`config.mk`:
```
export PLATFORM = sky130hd
export DESIGN_NAME = half_norm_round
export DESIGN_NICKNAME = d
export VERILOG_FILES = /design/src/rtl/half_norm_round.sv
export SDC_FILE = /design/constraint.sdc
export NUM_CORES = 1
export LEC_CHECK = 0
export BUFFER_PORTS_ARGS = -buffer_cell sky130_fd_sc_hd__buf_2
export CAP_MARGIN = 20
export CORE_MARGIN = 2
export CORE_UTILIZATION = 62
export CTS_CLUSTER_SIZE = 12
export DETAILED_ROUTE_END_ITERATION = 6
export GPL_TIMING_DRIVEN = 0
export PLACE_DENSITY = 0.82
export SYNTH_ARGS = -nofsm -noshare
export SYNTH_HDL_FRONTEND = slang
export SYNTH_SLANG_ARGS = --single-unit
```
`constraint.sdc`:
```
create_clock -name clk -period 5.5 [get_ports clk]
set_input_delay 0 -clock clk [delete_from_list [all_inputs] [get_ports clk]]
set_output_delay 0 -clock clk [all_outputs]
set_load 0.05 [all_outputs]
```
`src/rtl/half_norm_round.sv`:
```
// Normalise-and-round stage for the binary16 multiplier: one normalisation
// shift per clock, then a single round-to-nearest-even step into a packed result.
module half_norm_round #(
  parameter int unsigned MANT_W = 20,
  parameter int unsigned EXP_W  = 8
) (
  input  logic              clk,
  input  logic              rst,
  input  logic              in_valid,
  output logic              in_ready,
  input  logic              in_sign,
  input  logic [EXP_W-1:0]  in_exp,
  input  logic [MANT_W-1:0] in_mant,
  output logic              out_valid,
  input  logic              out_ready,
  output logic [15:0]       out_data,
  output logic              out_ovf,
  output logic              out_unf,
  output logic              out_inexact
);

  localparam int unsigned EXPI_W = EXP_W + 2;
  localparam int unsigned FRAC_W = 10;
  localparam int unsigned LOW_W  = MANT_W - FRAC_W - 3;

  localparam logic signed [EXPI_W-1:0] EXP_ZERO = EXPI_W'(0);
  localparam logic signed [EXPI_W-1:0] EXP_ONE  = EXPI_W'(1);
  localparam logic signed [EXPI_W-1:0] EXP_MAX  = EXPI_W'(31);

  typedef enum logic [1:0] {
    IDLE  = 2'd0,
    NORM  = 2'd1,
    ROUND = 2'd2,
    DONE  = 2'd3
  } state_e;

  state_e                    state_q, state_d;
  logic                      sign_q, sign_d;
  logic signed [EXPI_W-1:0]  exp_q, exp_d;
  logic [MANT_W-1:0]         mant_q, mant_d;
  logic                      sticky_q, sticky_d;
  logic                      zero_q, zero_d;
  logic                      unnorm_q, unnorm_d;
  logic                      in_ready_q, in_ready_d;
  logic                      out_valid_q, out_valid_d;
  logic [15:0]               out_data_q, out_data_d;
  logic                      ovf_q, ovf_d;
  logic                      unf_q, unf_d;
  logic                      inexact_q, inexact_d;

  logic [FRAC_W-1:0]         frac;
  logic                      guard;
  logic                      sticky_all;
  logic                      round_up;
  logic [FRAC_W:0]           frac_rnd;
  logic signed [EXPI_W-1:0]  exp_rnd;

  // Rounding datapath, consumed only in ROUND.
  always_comb begin
    frac       = mant_q[MANT_W-3 -: FRAC_W];
    guard      = mant_q[MANT_W-FRAC_W-3];
    sticky_all = sticky_q | (|mant_q[LOW_W-1:0]);
    round_up   = guard & (sticky_all | frac[0]);
    frac_rnd   = {1'b0, frac} + (FRAC_W+1)'(round_up);
    exp_rnd    = exp_q + (frac_rnd[FRAC_W] ? EXP_ONE : EXP_ZERO);
  end

  always_comb begin
    state_d     = state_q;
    sign_d      = sign_q;
    exp_d       = exp_q;
    mant_d      = mant_q;
    sticky_d    = sticky_q;
    zero_d      = zero_q;
    unnorm_d    = unnorm_q;
    out_valid_d = out_valid_q;
    out_data_d  = out_data_q;
    ovf_d       = ovf_q;
    unf_d       = unf_q;
    inexact_d   = inexact_q;

    case (state_q)
      IDLE: begin
        if (in_valid) begin
          sign_d   = in_sign;
          exp_d    = {{2{in_exp[EXP_W-1]}}, in_exp};
          mant_d   = in_mant;
          sticky_d = 1'b0;
          zero_d   = 1'b0;
          unnorm_d = 1'b0;
          state_d  = NORM;
        end
      end

      NORM: begin
        if (mant_q == '0) begin
          zero_d  = 1'b1;
          state_d = ROUND;
        end else if (mant_q[MANT_W-1]) begin
          mant_d   = {1'b0, mant_q[MANT_W-1:1]};
          sticky_d = sticky_q | mant_q[0];
          exp_d    = exp_q + EXP_ONE;
        end else if (mant_q[MANT_W-2]) begin
          state_d = ROUND;
        end else if (exp_q > EXP_ONE) begin
          mant_d = {mant_q[MANT_W-2:0], 1'b0};
          exp_d  = exp_q - EXP_ONE;
        end else begin
          unnorm_d = 1'b1;
          state_d  = ROUND;
        end
      end

      ROUND: begin
        ovf_d     = 1'b0;
        unf_d     = 1'b0;
        inexact_d = guard | sticky_all;
        if (zero_q) begin
          out_data_d = {sign_q, 15'b0};
        end else if (unnorm_q || (exp_rnd <= EXP_ZERO)) begin
          out_data_d = {sign_q, 15'b0};
          unf_d      = 1'b1;
          inexact_d  = 1'b1;
        end else if (exp_rnd >= EXP_MAX) begin
          out_data_d = {sign_q, 5'h1F, 10'b0};
          ovf_d      = 1'b1;
          inexact_d  = 1'b1;
        end else begin
          out_data_d = {sign_q, exp_rnd[4:0], frac_rnd[FRAC_W-1:0]};
        end
        out_valid_d = 1'b1;
        state_d     = DONE;
      end

      DONE: begin
        if (out_ready) begin
          out_valid_d = 1'b0;
          state_d     = IDLE;
        end
      end

      default: state_d = IDLE;
    endcase

    in_ready_d = (state_d == IDLE);
  end

  always_ff @(posedge clk) begin
    if (rst) begin
      state_q     <= IDLE;
      sign_q      <= 1'b0;
      exp_q       <= '0;
      mant_q      <= '0;
      sticky_q    <= 1'b0;
      zero_q      <= 1'b0;
      unnorm_q    <= 1'b0;
      in_ready_q  <= 1'b1;
      out_valid_q <= 1'b0;
      out_data_q  <= '0;
      ovf_q       <= 1'b0;
      unf_q       <= 1'b0;
      inexact_q   <= 1'b0;
    end else begin
      state_q     <= state_d;
      sign_q      <= sign_d;
      exp_q       <= exp_d;
      mant_q      <= mant_d;
      sticky_q    <= sticky_d;
      zero_q      <= zero_d;
      unnorm_q    <= unnorm_d;
      in_ready_q  <= in_ready_d;
      out_valid_q <= out_valid_d;
      out_data_q  <= out_data_d;
      ovf_q       <= ovf_d;
      unf_q       <= unf_d;
      inexact_q   <= inexact_d;
    end
  end

  assign in_ready    = in_ready_q;
  assign out_valid   = out_valid_q;
  assign out_data    = out_data_q;
  assign out_ovf     = ovf_q;
  assign out_unf     = unf_q;
  assign out_inexact = inexact_q;

endmodule

```
# ---- Word-level counts from Yosys, hierarchy flattened
# Index checks and enable logic that the tools add are counted.
dict set report word_totals {
  out_inout_bits 21
  inputBits 33
  ff_bits 57
  elab_cells 97
}
dict set report op_classes {
  n_eq_ne 13
  bitwise 5
  reduce_logical 14
  n_mux 44
  order_cmp 3
  add_sub_neg 4
}
# operator count
set op_table {}
lappend op_table {{$mux 19} 3}
lappend op_table {{$mux 10} 5}
lappend op_table {{$mux 15} 3}
lappend op_table {{$mux 20} 2}
lappend op_table {{$pmux 20 s2} 1}
lappend op_table {{$logic_not 20->1} 1}
lappend op_table {{$pmux 10 s2} 1}
lappend op_table {{$mux 1} 18}
lappend op_table {{$ne 2x2->1 const B} 8}
lappend op_table {{$mux 2} 6}
lappend op_table {{$add 10x1->11} 1}
lappend op_table {{$add 10x2->10} 1}
lappend op_table {{$add 10x2->10 const B} 1}
lappend op_table {{$ge 10x6->1 const B} 1}
lappend op_table {{$gt 10x2->1 const B} 1}
lappend op_table {{$le 10x1->1 const B} 1}
lappend op_table {{$sub 10x2->10 const B} 1}
lappend op_table {{$pmux 1 s2} 4}
lappend op_table {{$pmux 2 s4} 1}
lappend op_table {{$reduce_or 7->1} 1}
lappend op_table {{$ne 3x3->1 const B} 2}
lappend op_table {{$reduce_and 3->1} 2}
lappend op_table {{$reduce_and 6->1} 1}
lappend op_table {{$reduce_and 5->1} 1}
lappend op_table {{9 further kinds} 16}

# ---- Logic depth before layout (Yosys ltp)
dict set report logic_depth {
  ltp_word 11
  depth_mapped 13
}

# ---- Least setup slack after synthesis
# Ideal clock, no wire load.
dict set report synth_path {
  path_type {register -> register}
  from {register mant_q[7]}
  to {register out_data_q[0], in the netlist out_data[0]}
  arrival_ns 2.834
  period_less_slack_ns 2.908
  slack_ns 2.592
  setup_time_ns 0.074
  stages_incl_launch_ff 13
  path_buffers 2
  cell_sequence {dfxtp_1 > clkbuf_1 > and2_1 > ha_1 > nand3_1 > nor3_1 > ha_1 > ha_1 > and3_1 > a31oi_1 > or4b_1 > clkbuf_1 > o21ai_0}
}
dict set report synth_via {
  elab_chain_len 8
}
# element line_no
set synth_lines {}
lappend synth_lines {{start: declaration} 40} ;# logic [MANT_W-1:0] mant_q, mant_d;
lappend synth_lines {{start signal: assignment} 167} ;# mant_q <= mant_d;
lappend synth_lines {{$and 1x1->1 *} 63} ;# round_up = guard & (sticky_all | frac[0]);
lappend synth_lines {{$add 10x1->11 *} 64} ;# frac_rnd = {1'b0, frac} + (FRAC_W+1)'(round_up);
lappend synth_lines {{$mux 1} 65} ;# exp_rnd = exp_q + (frac_rnd[FRAC_W] ? EXP_ONE : EXP_ZERO);
lappend synth_lines {{$add 10x2->10} 65}
lappend synth_lines {{$ge 10x6->1 / $le 10x1->1 (equally long branches)} {124, 120}}
lappend synth_lines {{$mux 15 / $logic_or 1x1->1 (equally long branches)} {124, 120}}
lappend synth_lines {{$mux 15 *} 120} ;# end else if (unnorm_q || (exp_rnd <= EXP_ZERO)) begin
lappend synth_lines {{$mux 15 *} 118} ;# if (zero_q) begin
lappend synth_lines {{end signal: assignment} 173} ;# out_data_q <= out_data_d;
lappend synth_lines {{end: declaration} 46} ;# logic [15:0] out_data_q, out_data_d;
# Every way passes the cells marked *; elsewhere a longest branch is shown, timed or not.
# A chain may end at the register's enable or synchronous reset.

# ---- Worst setup path in the final report
dict set report layout_path {
  from {register mant_q[7]}
  to {register out_data_q[6], in the netlist out_data[6]}
}
# Same word-level chain as after synthesis.

==> flow_metrics.tcl <==
set metrics [dict create \
    finalMaxSlewViolations 0 \
    required_ns 5.76 \
    first_pass_iters 6 \
    worst_pin_slew_ns 0.988 \
    ir_drop_mv 0.438 \
    worst-path-max-fanout 10 \
    overflow 0 \
    numCtsBuffers 9 \
    hp-class "in -> reg" \
    rr_worst_depth 12 \
    die_h_um 78.9 \
    final_hold_viol_count 0 \
    r2r-end "out_data[6]" \
    p_leak_nw 1.63 \
    ios 54 \
    holdWs_ns 0.0162 \
    holdPathStages 3 \
    rsz0062_at_grt "false" \
    drt-initial-drc-count 275 \
    antenna_found_initial 0 \
    final_cell_mix "buf_2 (57), dfxtp_1 (57), nand2_1 (44)" \
    post-dp-hpwl_um 7070 \
    area_delta_synth_final_pct 17.8 \
    vias 3813 \
    holdPathEnd "exp_q[6]" \
    postSynthAreaPerCell_um2 8.00 \
    fillCellCount 447 \
    clock_path_buffers 2 \
    portBuffers 52 \
    seq_area_frac_synth 0.328 \
    crit_path_start_kind "flop" \
    status "complete, no violations" \
    synthArstFlopShare 0 \
    wl_per_cell_um 17.5 \
    synth.distinct_cells 62 \
    cts_tree "yes" \
    cp.arrival_ns 3.89 \
    max-slew-margin-rel 0.332 \
    ys.flop_type "dfxtp_1" \
    multi_input_area_um2 2110 \
    drt-vias-per-instance 6.59 \
    num_rows 27 \
    ys_ff_latch 57 \
    final.setup.tns_ns 0 \
    clk_latency_ns 0.34 \
    critPathKind "reg -> reg" \
    root_buffer "clkbuf_8" \
    wl_um 10200 \
    coreArea_um2 5470 \
    htreeDepth 3 \
    fmax_mhz 276 \
    post_cts_buffers 0 \
    synthCells 435 \
    dp.cells 559 \
    reg2reg_slack_ns 1.87 \
    synth_edf_count 0 \
    synth_nets 474 \
    fin_crit_sh 0.659 \
    grt_start_max_net_pins 11 \
    start_util 0.636 \
    grt_util_all_layers 0.334 \
    cap_violations 0 \
    grt_pass1_vias 3474 \
    end_kind "flop" \
    layout_min_cycle_time_ns 3.63 \
    drc_errors 0 \
    p_per_area_nw_per_um2 627 \
    cts.sinks 57 \
    syn_area_um2 3480 \
    grt_pass1_wl_um 16500 \
    fin_cells 579 \
    yosys_warnings 0 \
    die_w_um 78.9 \
    dieArea_um2 6230 \
    globalplace.congestion 0.949 \
    clk_pin_slew_ns 0.07 \
    rr_startpoint "mant_q[7]" \
    layout-drive-gt1-share 0.189 \
    seqCellArea_um2 1140 \
    ant_nets 0 \
    nets 542 \
    hp-start "in_exp[6]" \
    skew_ns 0.00712 \
    finalSetupViolations 0 \
    antennaDiodeCount 0 \
]
[per-stage QoR]
step / instance area, um2 / worst slack [ns] / utilization / power [mW]
5_1_grt: 4100 / 1.61 / 0.749 / 2.73
3_3_place_gp: 3830 / 2.06 / 0.700 / 2.04
3_5_place_dp: 3830 / 1.99 / 0.700 / 2.09
6_report: 4100 / 1.87 / 0.749 / 2.57
2_1_floorplan: 3480 / 2.59 / - / 1.74
4_1_cts: 4100 / 1.93 / 0.749 / 2.53
[area by class of cell]
class	count	share of cell area
plain buffers	45	0.0473
clock buffers	10	0.0336
repair buffers	57	0.0757
clock inverters	5	0.0195
well taps	72	0.0220
inverters	10	0.00916
flip-flops and latches	57	0.278
multi-input cells	323	0.514
[power breakdown]
group          switching [mW]  internal (mW)  total (mW)
combinational           0.977          0.511        1.49
sequential              0.104          0.537       0.642
clock                   0.177          0.264       0.441
[worst max-delay path, stage by stage, from the launching register on]
cell and delay [ns]:
dfxtp_1 0.31, clkbuf_1 0.32, and2_1 0.21, ha_1 0.18
nand3_1 0.16, nor3_1 0.34, ha_1 0.34, ha_1 0.34
and3_1 0.21, a31oi_1 0.18, or4b_1 0.54, clkbuf_1 0.20
o21ai_0 0.22
[per-layer routing]
layer,global-route usage,wire length (um),vias up
met1,0.443,4240,1779
met5,0,0,-
met2,0.543,4810,228
li1,-,-,1780
met3,0.0625,898,26
met4,0.129,200,0
[flip-flops by register name, indices dropped and copies added (netlist names), 2 cells and up]
| name | count |
|---|---|
| out_data | 16 |
| state_q | 2 |
| exp_q | 10 |
| mant_q | 20 |
[kinds of logic after synthesis]
logic type	count (synthesis)	share of synthesized area
AOI/OAI and AO/OA	140	0.300
xor gates and xnor gates	15	0.0378
adders and majority gates	6	0.0216
buffers and inverters	55	0.0665
and+or+nand+nor	158	0.234
muxes	4	0.0122
DFF	57	0.328
[cell usage after synthesis, drive strengths merged, types with 5 or more instances]
library cell	instances	area, um2
o21ai	16	80.1
a21oi	36	184
ha	6	75.1
xor2	8	70.1
a211oi	19	188
nand3	24	120
xnor2	7	61.3
nor3	15	75.1
o31ai	7	52.6
o311ai	6	52.6
dfxtp	57	1140
nor2	21	88.8
buf	10	62.6
a221oi	21	184
clkbuf	35	131
nand4	5	31.3
inv	10	37.5
and3	21	131
nand2	44	165
and2	5	31.3
nor4	8	56.3
a31oi	5	31.3
[worst max path at each step]
| stage | startpoint | endpoint | depth (start not counted) |
|---|---|---|---|
| 2_1_floorplan | mant_q[7] | out_data[0] | 12 |
| 3_5_place_dp | mant_q[7] | out_data[8] | 12 |
| 4_1_cts | mant_q[7] | out_data[8] | 12 |
| 6_report | mant_q[7] | out_data[6] | 12 |
| 3_3_place_gp | mant_q[7] | out_data[7] | 12 |
| 5_1_grt | mant_q[7] | out_data[4] | 12 |
[what timing repair did]
action / 4_1_cts / 5_1_grt
endpoints found under the setup margin: 0 / 0
hold buffers: 5 / 0
gates resized for setup: 0 / 0
hold endpoints to repair: 5 / 0
(Power assumes the default switching activity.)
